==> src/rtl/periph_bus_arbiter_pkg.sv <==
// Shared definitions for the peripheral bus arbiter: file-address width and
// the debug-path FSM state encoding.
package periph_bus_arbiter_pkg;

    localparam int ADDR_W = 9;
    localparam int DATA_W = 8;
    localparam int CNT_W  = 8;

    localparam logic [1:0] ST_IDLE   = 2'd0;
    localparam logic [1:0] ST_WAIT   = 2'd1;
    localparam logic [1:0] ST_ACCESS = 2'd2;
    localparam logic [1:0] ST_DONE   = 2'd3;

endpackage : periph_bus_arbiter_pkg

==> src/rtl/periph_bus_arbiter_starve_counter.sv <==
// Starvation timer for the debug path: loads LIMIT on clear, counts down on
// each starved cycle, flags terminal count when one starved cycle remains.
module arb_starve_counter #(
    parameter int LIMIT = 16,
    parameter int W     = 8
) (
    input  logic clk,
    input  logic rst,
    input  logic clr_i,
    input  logic en_i,
    output logic tc_o
);

    logic [W-1:0] cnt_q;
    logic [W-1:0] cnt_d;

    always_comb begin
        cnt_d = cnt_q;
        if (clr_i) begin
            cnt_d = W'(LIMIT);
        end else if (en_i) begin
            cnt_d = cnt_q - W'(1);
        end
    end

    always_ff @(posedge clk) begin
        if (rst) begin
            cnt_q <= '0;
        end else begin
            cnt_q <= cnt_d;
        end
    end

    // The starved cycle seen while this is high is the LIMIT-th one.
    assign tc_o = (cnt_q == W'(1));

endmodule : arb_starve_counter

==> src/rtl/periph_bus_arbiter.sv <==
// Shares the peripheral bus between the core (absolute priority, combinational
// pass-through) and a debug requester. Optional macro: PERIPH_ARB_ADDR_FILTER_EN.
//
// state  | meaning
// IDLE   | ready for a debug request
// WAIT   | request held, waiting for a cycle with no core strobe
// ACCESS | drive debug access unless the core takes the bus
// DONE   | one-cycle ack, timeout flag qualifies it
module periph_bus_arbiter
    import periph_bus_arbiter_pkg::*;
#(
    parameter int                STARVE_LIMIT = 16,
    parameter logic [ADDR_W-1:0] ADDR_LO      = 9'h000,
    parameter logic [ADDR_W-1:0] ADDR_HI      = 9'h1FF
) (
    input  logic              clk,
    input  logic              rst,
    input  logic [ADDR_W-1:0] core_addr,
    input  logic              core_rd_en,
    input  logic              core_wr_en,
    input  logic [DATA_W-1:0] core_wdata,
    output logic [DATA_W-1:0] core_rdata,
    input  logic              dbg_req,
    input  logic              dbg_we,
    input  logic [ADDR_W-1:0] dbg_addr,
    input  logic [DATA_W-1:0] dbg_wdata,
    output logic              dbg_ready,
    output logic              dbg_ack,
    output logic [DATA_W-1:0] dbg_rdata,
    output logic              dbg_timeout,
    output logic [ADDR_W-1:0] bus_addr,
    output logic              bus_rd_en,
    output logic              bus_wr_en,
    output logic [DATA_W-1:0] bus_wdata,
    input  logic [DATA_W-1:0] bus_rdata
);

    if (STARVE_LIMIT < 1 || STARVE_LIMIT > 255 || ADDR_LO > ADDR_HI) begin : g_bad_param
        $error("periph_bus_arbiter: illegal parameter combination");
    end

    logic [1:0]        state_q, state_d;
    logic              we_q, we_d;
    logic [ADDR_W-1:0] addr_q, addr_d;
    logic [DATA_W-1:0] wdata_q, wdata_d;
    logic [DATA_W-1:0] rdata_q, rdata_d;
    logic              to_q, to_d;
    logic              cnt_clr;
    logic              cnt_en;
    logic              cnt_tc;
    logic              core_busy;
    logic              addr_ok;

    assign core_busy = core_rd_en | core_wr_en;

`ifdef PERIPH_ARB_ADDR_FILTER_EN
    assign addr_ok = (dbg_addr >= ADDR_LO) && (dbg_addr <= ADDR_HI);
`else
    assign addr_ok = 1'b1;
`endif

    arb_starve_counter #(
        .LIMIT (STARVE_LIMIT),
        .W     (CNT_W)
    ) u_starve (
        .clk   (clk),
        .rst   (rst),
        .clr_i (cnt_clr),
        .en_i  (cnt_en),
        .tc_o  (cnt_tc)
    );

    always_comb begin
        state_d = state_q;
        we_d    = we_q;
        addr_d  = addr_q;
        wdata_d = wdata_q;
        rdata_d = rdata_q;
        to_d    = to_q;
        cnt_clr = 1'b0;
        cnt_en  = 1'b0;
        case (state_q)
            ST_IDLE: begin
                if (dbg_req) begin
                    we_d    = dbg_we;
                    addr_d  = dbg_addr;
                    wdata_d = dbg_wdata;
                    cnt_clr = 1'b1;
                    to_d    = !addr_ok;
                    state_d = addr_ok ? ST_WAIT : ST_DONE;
                end
            end
            ST_WAIT: begin
                if (core_busy) begin
                    cnt_en = 1'b1;
                    if (cnt_tc) begin
                        to_d    = 1'b1;
                        state_d = ST_DONE;
                    end
                end else begin
                    state_d = ST_ACCESS;
                end
            end
            ST_ACCESS: begin
                if (core_busy) begin
                    state_d = ST_WAIT;
                end else begin
                    if (!we_q) begin
                        rdata_d = bus_rdata;
                    end
                    state_d = ST_DONE;
                end
            end
            ST_DONE: begin
                state_d = ST_IDLE;
            end
            default: begin
                state_d = ST_IDLE;
            end
        endcase
    end

    always_ff @(posedge clk) begin
        if (rst) begin
            state_q <= ST_IDLE;
            we_q    <= 1'b0;
            addr_q  <= '0;
            wdata_q <= '0;
            rdata_q <= '0;
            to_q    <= 1'b0;
        end else begin
            state_q <= state_d;
            we_q    <= we_d;
            addr_q  <= addr_d;
            wdata_q <= wdata_d;
            rdata_q <= rdata_d;
            to_q    <= to_d;
        end
    end

    // Core always wins; debug strobes only appear in ACCESS with the core idle.
    always_comb begin
        bus_addr  = addr_q;
        bus_wdata = wdata_q;
        bus_rd_en = 1'b0;
        bus_wr_en = 1'b0;
        if (core_busy) begin
            bus_addr  = core_addr;
            bus_wdata = core_wdata;
            bus_rd_en = core_rd_en;
            bus_wr_en = core_wr_en;
        end else if (state_q == ST_ACCESS) begin
            bus_rd_en = !we_q;
            bus_wr_en = we_q;
        end
    end

    assign core_rdata  = bus_rdata;
    assign dbg_ready   = (state_q == ST_IDLE);
    assign dbg_ack     = (state_q == ST_DONE);
    assign dbg_timeout = (state_q == ST_DONE) && to_q;
    assign dbg_rdata   = rdata_q;

endmodule : periph_bus_arbiter

==> config.mk <==
export PLATFORM = sky130hd
export DESIGN_NAME = periph_bus_arbiter
export DESIGN_NICKNAME = d
export VERILOG_FILES = /design/src/rtl/periph_bus_arbiter_pkg.sv /design/src/rtl/periph_bus_arbiter_starve_counter.sv /design/src/rtl/periph_bus_arbiter.sv
export SDC_FILE = /design/constraint.sdc
export NUM_CORES = 1
export LEC_CHECK = 0
export BUFFER_PORTS_ARGS = -buffer_cell sky130_fd_sc_hd__clkbuf_2
export CORE_MARGIN = 5
export CORE_UTILIZATION = 45
export DETAILED_ROUTE_END_ITERATION = 8
export GPL_ROUTABILITY_DRIVEN = 0
export PLACE_DENSITY = 0.79
export RECOVER_POWER = 50
export SYNTH_ARGS = -nofsm -noshare
export SYNTH_HDL_FRONTEND = slang
export SYNTH_SLANG_ARGS = --single-unit
==> constraint.sdc <==
create_clock -name clk -period 1.75 [get_ports clk]
set_input_delay 0 -clock clk [delete_from_list [all_inputs] [get_ports clk]]
set_output_delay 0 -clock clk [all_outputs]
set_load 0.01 [all_outputs]
==> impl_summary.txt, run 1 <==
----------------------------------------------------
[Outcome]
  Outcome ... complete, no violations

[GRT]
  Pin count of the biggest net entering global routing ... 31
  Wire length of the first global-routing pass ... a little over 7 mm
  Global routing usage summed across all routing layers ... 0.1750
  Grt total ovfl ... 0
  Via count of the first global-routing pass ... about 1.6k
  Number of antenna violations at the first check in global routing ... 0

[Worst setup path]
  Number of cell instances on the worst register-to-register path ... 5
  Type of destination of the critical path ... output pin
  Delay of the slowest cell on the worst path ... 0.39 ns
  Worst R2R Start ... state_q[0]
  Slowest cell on crit path ... sky130_fd_sc_hd__dfxtp_1
  Critical Path End ... bus_rd_en
  Required time of the critical path ... 1.75 ns
  Largest fanout of any net on the critical path ... 9
  Dominant delay contributor by cell family on the critical path ... simple AND/OR/NAND/NOR gates
  Flop-to-flop setup slack ... 0.32 ns
  Startpoint kind of the worst setup timing path ... flip-flop
  Crit path launch ... state_q[1]
  Arrival @ worst endpoint ... approximately 1.6 ns
  Category of the most critical setup path ... reg -> out
  Endpoint of the worst register-to-register path ... u_starve.cnt_q[7]
  Number of cells on the critical path ... 5
  Critical Path, Cell by Cell ... nor2b_1, nor3b_1, buf_4, or2_2, clkbuf_2
  Bufs and invs on worst path ... 2

[Synthesis]
  Number of enable flip-flop cells after synthesis ... 0
  Multiplexer fraction of the synthesized cell area ... 0.1561
  Mean cell area of the mapped netlist ... 8.696 sq um
  Synthesized flop and latch total ... 37
  Count of yosys warnings during synthesis ... 0
  Compound-Gate Fraction of Synth Area ... 0.09496
  Number of standard cells after synthesis ... 200
  Number of nets produced by synthesis ... 250
  Cell type with the highest aggregate area in the netlist ... sky130_fd_sc_hd__dfxtp_1
  Dominant register cell in the synthesized netlist ... sky130_fd_sc_hd__dfxtp_1
  Yosys cell types ... 34
  Xor and xnor area share after synthesis ... 0.02518
  Area share of fa/ha/maj cells after synthesis ... 0.01439
  Share of flip-flops with an asynchronous set or reset after synthesis ... 0
  Dominant combinational cell family by area after synthesis ... simple AND/OR/NAND/NOR gates
  Area of the mapped netlist ... approximately 1700 sq um
  Basic-gate share of the synthesized area counting and, or, nand and nor cells ... 0.2007
  Main area contributors after synthesis ... sky130_fd_sc_hd__dfxtp_1, sky130_fd_sc_hd__mux2_2, sky130_fd_sc_hd__nand2_1
  Synth top area share ... 0.4259
  Fraction of the yosys area taken by sequential cells ... 0.4259

[Finish]
  P&R area growth vs syn ... 41.44%
  Filler Cell Count ... 324
  Final Util ... 0.6620
  Combined flip-flop and latch cell area ... 740.7 sq um
  Antenna Cells ... 0
  Fin cells ... roughly 350
  Share of cells above drive strength 1 ... 0.2895
  Net count reported at finish ... 354
  Multi-input gate area ... 854.6 sq um
  Post-route cell area ... 2460 sq um

[Timing]
  Number of endpoints with negative hold slack in the final report ... 0
  Final cycle utilization of the critical path ... 0.9043
  Post-route setup TNS ... 0 ns
  Max Transition Viols Final ... 0
  Unrepaired setup endpoints after global routing ... false
  Worst-case clock skew ... 0.005406 ns
  Least-Margin Pin Slew ... 0.4239 ns
  Total of endpoints with negative setup slack in the final report ... 0
  Fin crit period ... 1.583 ns
  Worst rel slew slack ... 0.7174
  Highest clock frequency the design can meet ... 631.9 MHz
  Worst-case hold slack ... just over 0.08 ns

[Clocking]
  Post-CTS Resized ... 0
  CTS tree ... built
  Clock latency reported for the late side of the worst-skew pair ... 0.29 ns
  Clk slew on worst S/H paths ... 0.07 ns
  Clock root cell ... sky130_fd_sc_hd__clkbuf_8
  Htree depth ... 2
  Number of hold-repair buffers added at the cts stage ... 26
  Setup Fix Bufs, Post-CTS ... 0
  Num Clock Sinks ... 37
  CTS Buf Count ... 5
  Maximum count of clock buffers along a single path ... 2

[Route]
  Iteration-0 DRC count of the detailed router ... 87
  First-pass detailed-route iteration total ... 4
  DR vias/cell ... 4.719
  Mean routed wirelength per cell ... approximately 12 microns
  Overall via count from detail_route ... 1,661
  Total Wirelength ... around 4.3 mm
  DRC violations left ... 0
  Count of antenna-violating nets left after detailed routing ... 0

[Power]
  Areal power density over the cells ... 775.4 nW/um^2
  Peak ir drop on the vdd network ... around 0.51 mV
  Leakage Power ... 1.039 nW

[Die]
  Width of the chip ... between 70 and 80 microns
  Initial core utilization ... 0.4680
  Core Area ... 3716 sq um
  Die H ... 72.17 microns
  Number of standard-cell rows in the floorplan ... 22
  Number of placed I/O pins ... 86
  Die Footprint ... 5208 sq um

[Place]
  Area post-placement ... between 2000 and 2500 sq um
  IO Port Bufs ... 85
  Number of placed instances with taps included ... 319
  DPL Wire Length ... around 3 mm

[Worst hold path]
  Worst hold-check path type ... in -> reg
  Hold Path Depth ... 4

[Flow run]
  Max-cap viol count ... 0

----------------------------------------------------
[cell type report]
cell class / count / share of cell area
Sequential cell: 37 / 0.3011
Timing Repair Buffer: 119 / 0.2843
Clock buffer: 6 / 0.03357
Clock inverter: 1 / 0.003052
Multi-Input combinational cell: 137 / 0.3474
Tap cell: 48 / 0.02442
Inverter: 4 / 0.006104
[flip-flops by register name (all words and copies together), names as in the netlist]
name / count
u_starve.cnt_q: 8
to_q: 1
dbg_rdata: 8
we_q: 1
state_q: 2
addr_q: 9
wdata_q: 8
[worst min path at each step]
stage	startpoint	end
final	dbg_req	state_q[0]
after global routing	dbg_req	state_q[0]
after CTS	dbg_req	state_q[0]
after detailed placement	bus_rdata[2]	core_rdata[2]
after global placement	bus_rdata[5]	core_rdata[5]
after floorplan	bus_rdata[0]	core_rdata[0]
[routing by layer]
metal | GRT usage | wire length (microns)
met1 | 0.1993 | 1673
met2 | 0.3124 | 2179
met3 | 0.05817 | 416
met4 | 0.04384 | 36
met5 | 0 | 0
[placed cells by master (no fill, tap or decap)]
cell and count:
sky130_fd_sc_hd__clkbuf_2 54, sky130_fd_sc_hd__or2_2 1, sky130_fd_sc_hd__nand2_1 38, sky130_fd_sc_hd__nor2_1 18, sky130_fd_sc_hd__mux2i_1 8, sky130_fd_sc_hd__or2_0 2, sky130_fd_sc_hd__a2bb2oi_1 1, sky130_fd_sc_hd__and2_1 2
sky130_fd_sc_hd__ha_1 2, sky130_fd_sc_hd__or4_1 1, sky130_fd_sc_hd__clkinvlp_4 1, sky130_fd_sc_hd__clkbuf_1 33, sky130_fd_sc_hd__a31oi_1 1, sky130_fd_sc_hd__mux2_2 17, sky130_fd_sc_hd__xnor2_1 1, sky130_fd_sc_hd__nor3_1 1
sky130_fd_sc_hd__nor4_1 1, sky130_fd_sc_hd__o21bai_1 1, sky130_fd_sc_hd__and2_0 1, sky130_fd_sc_hd__nand3_2 1, sky130_fd_sc_hd__a31o_1 1, sky130_fd_sc_hd__dlygate4sd3_1 26, sky130_fd_sc_hd__a211oi_2 1, sky130_fd_sc_hd__nor3b_1 1
sky130_fd_sc_hd__xor2_1 4, sky130_fd_sc_hd__and3_1 1, sky130_fd_sc_hd__nand4b_1 1, sky130_fd_sc_hd__a21oi_1 21, sky130_fd_sc_hd__dfxtp_1 37, sky130_fd_sc_hd__nor2b_1 3, sky130_fd_sc_hd__inv_1 4, sky130_fd_sc_hd__o31ai_1 1
sky130_fd_sc_hd__buf_4 6, sky130_fd_sc_hd__clkbuf_8 6, sky130_fd_sc_hd__nand4_1 5, sky130_fd_sc_hd__a31o_2 1
[report_power, final]
part,switching [W],leakage [nW],internal (W)
sequential,0.0000297,0.302,0.000886
combinational,0.000192,0.694,0.000197
clock,0.000291,0.0433,0.000311
total,0.000513,1.04,0.00139
[Yosys cell counts (2+ instances only)]
library cell               count
sky130_fd_sc_hd__a21oi_1      21
sky130_fd_sc_hd__and2_1        3
sky130_fd_sc_hd__buf_2         6
sky130_fd_sc_hd__buf_4        10
sky130_fd_sc_hd__clkbuf_1      5
sky130_fd_sc_hd__dfxtp_1      37
sky130_fd_sc_hd__ha_1          2
sky130_fd_sc_hd__inv_1         4
sky130_fd_sc_hd__mux2_2       17
sky130_fd_sc_hd__mux2i_1       8
sky130_fd_sc_hd__nand2_1      38
sky130_fd_sc_hd__nand4_1       5
sky130_fd_sc_hd__nor2_1       18
sky130_fd_sc_hd__nor2b_1       3
sky130_fd_sc_hd__xor2_1        4
[metrics by stage]
stage / power (W) / worst slack, ns
final: 0.001907 / 0.1675
after CTS: 0.001939 / 0.1555
after global placement: 0.001283 / 0.3872
after floorplan: 0.001162 / 0.4073
after detailed placement: 0.001291 / 0.3348
after global routing: 0.002024 / 0.07377
[cells by family after synthesis]
| kind of cell | count (synthesis) |
|---|---|
| buffers and inverters | 26 |
| adder cells (fa/ha/maj) | 2 |
| AND/OR/NAND/NOR | 77 |
| AO/OA/AOI/OAI | 28 |
| XOR/XNOR | 5 |
| multiplexers | 25 |
| flip-flops | 37 |
[worst register-to-register path: cells and delay by family (launching register included)]
family | cells | cell delay (ns)
flops | 1 | 0.39
compound gates | 1 | 0.17
simple gates | 3 | 0.61
buf+inv | 1 | 0.18
(Power assumes the default switching activity.)
==> run 2: changes to the inputs <==
--- a/config.mk
+++ b/config.mk
@@ -6,6 +6,7 @@
 export NUM_CORES = 1
 export LEC_CHECK = 0
 export BUFFER_PORTS_ARGS = -buffer_cell sky130_fd_sc_hd__clkbuf_2
+export CORE_ASPECT_RATIO = 0.5
 export CORE_MARGIN = 5
 export CORE_UTILIZATION = 45
 export DETAILED_ROUTE_END_ITERATION = 8
==> impl_summary.txt, run 2 (same netlist as run 1, synthesis figures left out) <==
----------------------------------------------------
[Timing]
  Unrepaired setup endpoints after global routing ... false
  Least-Margin Pin Slew ... about 0.48 ns
  Max Transition Viols Final ... 0
  Final cycle utilization of the critical path ... 0.9538
  Highest clock frequency the design can meet ... 599.1 MHz
  Worst rel slew slack ... 0.6833
  Post-route setup TNS ... 0 ns
  Worst-case clock skew ... approximately 0.0048 ns
  Number of endpoints with negative hold slack in the final report ... 0
  Total of endpoints with negative setup slack in the final report ... 0
  Fin crit period ... 1.669 ns

[Finish]
  Max FFs per register ... 9
  Register name with the most flops ... addr_q
  P&R area growth vs syn ... 40.22%
  Antenna Cells ... 0
  Net count reported at finish ... 351
  Most frequent cells in the layout ... sky130_fd_sc_hd__clkbuf_2, sky130_fd_sc_hd__nand2_1, sky130_fd_sc_hd__dfxtp_1, sky130_fd_sc_hd__clkbuf_1, sky130_fd_sc_hd__dlygate4sd3_1
  Final Util ... 0.6378
  Most common library cell in the layout ignoring fill and taps ... sky130_fd_sc_hd__clkbuf_2
  Share of cells above drive strength 1 ... 0.2947

[Worst setup path]
  Type of destination of the critical path ... output pin
  Required time of the critical path ... around 1.8 ns
  Startpoint kind of the worst setup timing path ... flip-flop
  Largest fanout of any net on the critical path ... 9
  Flop-to-flop setup slack ... 0.23 ns
  Category of the most critical setup path ... reg -> out
  Arrival @ worst endpoint ... 1.67 ns

[Place]
  DPL Wire Length ... 3.242 mm
  IO Port Bufs ... 85

[Die]
  Number of standard-cell rows in the floorplan ... 16
  Number of placed I/O pins ... 86
  Initial core utilization ... 0.4548
  Core Area ... 3824 sq um
  Die Footprint ... 5284 sq um
  Die H ... 53.96 microns
  Width of the chip ... about 100 microns

[Route]
  Routed metal-1 wire length ... a little under 2 mm
  First-pass detailed-route iteration total ... 4
  Overall via count from detail_route ... ~1.7k
  Total Wirelength ... between 5 and 6 mm
  Mean routed wirelength per cell ... 14.26 microns
  DRC violations left ... 0
  Highest layer used for signal routing ... met4
  Iteration-0 DRC count of the detailed router ... 102
  DR vias/cell ... about 4.9
  Met2 routed wirelength ... 2.741 mm
  Count of antenna-violating nets left after detailed routing ... 0
  Met3 Wirelength ... 188 microns

[GRT]
  Pin count of the biggest net entering global routing ... 31
  Via count of the first global-routing pass ... approximately 1.7k
  Grt total ovfl ... 0
  Number of antenna violations at the first check in global routing ... 0
  Global routing usage summed across all routing layers ... 0.1955
  Wire length of the first global-routing pass ... around 8.2 mm

[Clocking]
  Num Clock Sinks ... 37
  Maximum count of clock buffers along a single path ... 2
  Clock root cell ... sky130_fd_sc_hd__clkbuf_8
  Clk slew on worst S/H paths ... 0.08 ns
  CTS Buf Count ... 5
  CTS tree ... built
  Htree depth ... 2
  Clock latency reported for the late side of the worst-skew pair ... 0.29 ns

[Outcome]
  Outcome ... complete, no violations

[Power]
  Areal power density over the cells ... 776.5 nW/um^2
  Peak ir drop on the vdd network ... about 0.5 mV
  Leakage Power ... 1.027 nW

[Worst hold path]
  Worst hold-check path type ... in -> reg

[Flow run]
  Max-cap viol count ... 0

----------------------------------------------------
==> run 2: cell types whose count changed in the layout (fill, tap and decap cells not counted) <==
| cell | delta |
|---|---|
| sky130_fd_sc_hd__dlygate4sd3_1 | -2 |
| sky130_fd_sc_hd__nor2b_2 | +1 |
| sky130_fd_sc_hd__clkbuf_8 | -1 |
| sky130_fd_sc_hd__clkinv_2 | +2 |
| sky130_fd_sc_hd__buf_4 | -1 |
| sky130_fd_sc_hd__nor2b_1 | -1 |
==> run 2: per-stage QoR <==
| step | hold slack (ns) | instance area, sq um | power (W) | worst slack (ns) | instances |
|---|---|---|---|---|---|
| after global placement | 0.2085 | 2156 | 0.001277 | 0.3802 | 324 |
| after floorplan | 0.09177 | 1739 | 0.001162 | 0.4073 | 200 |
| after global routing | 0.02490 | 2439 | 0.001984 | 0.005242 | 356 |
| after detailed placement | 0.2086 | 2156 | 0.001289 | 0.2726 | 324 |
| after CTS | 0.003590 | 2482 | 0.001899 | 0.01808 | 356 |
| final | 0.01044 | 2439 | 0.001893 | 0.08080 | 356 |
==> run 2: cell type report <==
cell class	count	area [sq um]
clock buffers	5	68.82
clock inverters	3	17.52
fillers	295	1385
inverters	4	15.01
multi-input cells	137	857.1
flip-flops and latches	37	740.7
well taps	54	67.56
repair buffers	116	671.9
==> run 2: worst paths after layout <==
| kind | start | endpoint | depth (start not counted) |
|---|---|---|---|
| min reg2reg | addr_q[4] | addr_q[4] | 2 |
| max reg2reg | state_q[1] | dbg_rdata[1] | 5 |
| max | state_q[1] | bus_rd_en | 5 |
| min | bus_rdata[6] | dbg_rdata[6] | 3 |
==> run 2: power by group <==
| group | internal [W] | total, W | switching [W] |
|---|---|---|---|
| Combinational | 0.000192 | 0.000394 | 0.000202 |
| Clock | 0.000275 | 0.000581 | 0.000306 |
| Sequential | 0.000886 | 0.000918 | 0.0000323 |
| Total | 0.00135 | 0.00189 | 0.000541 |
==> run 2: layer usage <==
layer,global-route usage,up-vias
met3,0.04916,22
li1,-,865
met5,0,-
met2,0.3716,59
met1,0.2119,799
met4,0.09425,0
==> run 2: timing repair <==
action | in CTS | in global routing
setup buffers | 0 | 0
setup endpoints to repair | 0 | 1
endpoints found under the hold margin | 24 | 0
resized for setup | 0 | 1
hold buffers | 24 | 0
==> run 2: critical path: stages, from the launching register on <==
cell                       delay [ns]
sky130_fd_sc_hd__dfxtp_1         0.40
sky130_fd_sc_hd__nor2b_2         0.22
sky130_fd_sc_hd__nor3b_1         0.26
sky130_fd_sc_hd__buf_4           0.25
sky130_fd_sc_hd__or2_2           0.13
sky130_fd_sc_hd__clkbuf_2        0.12
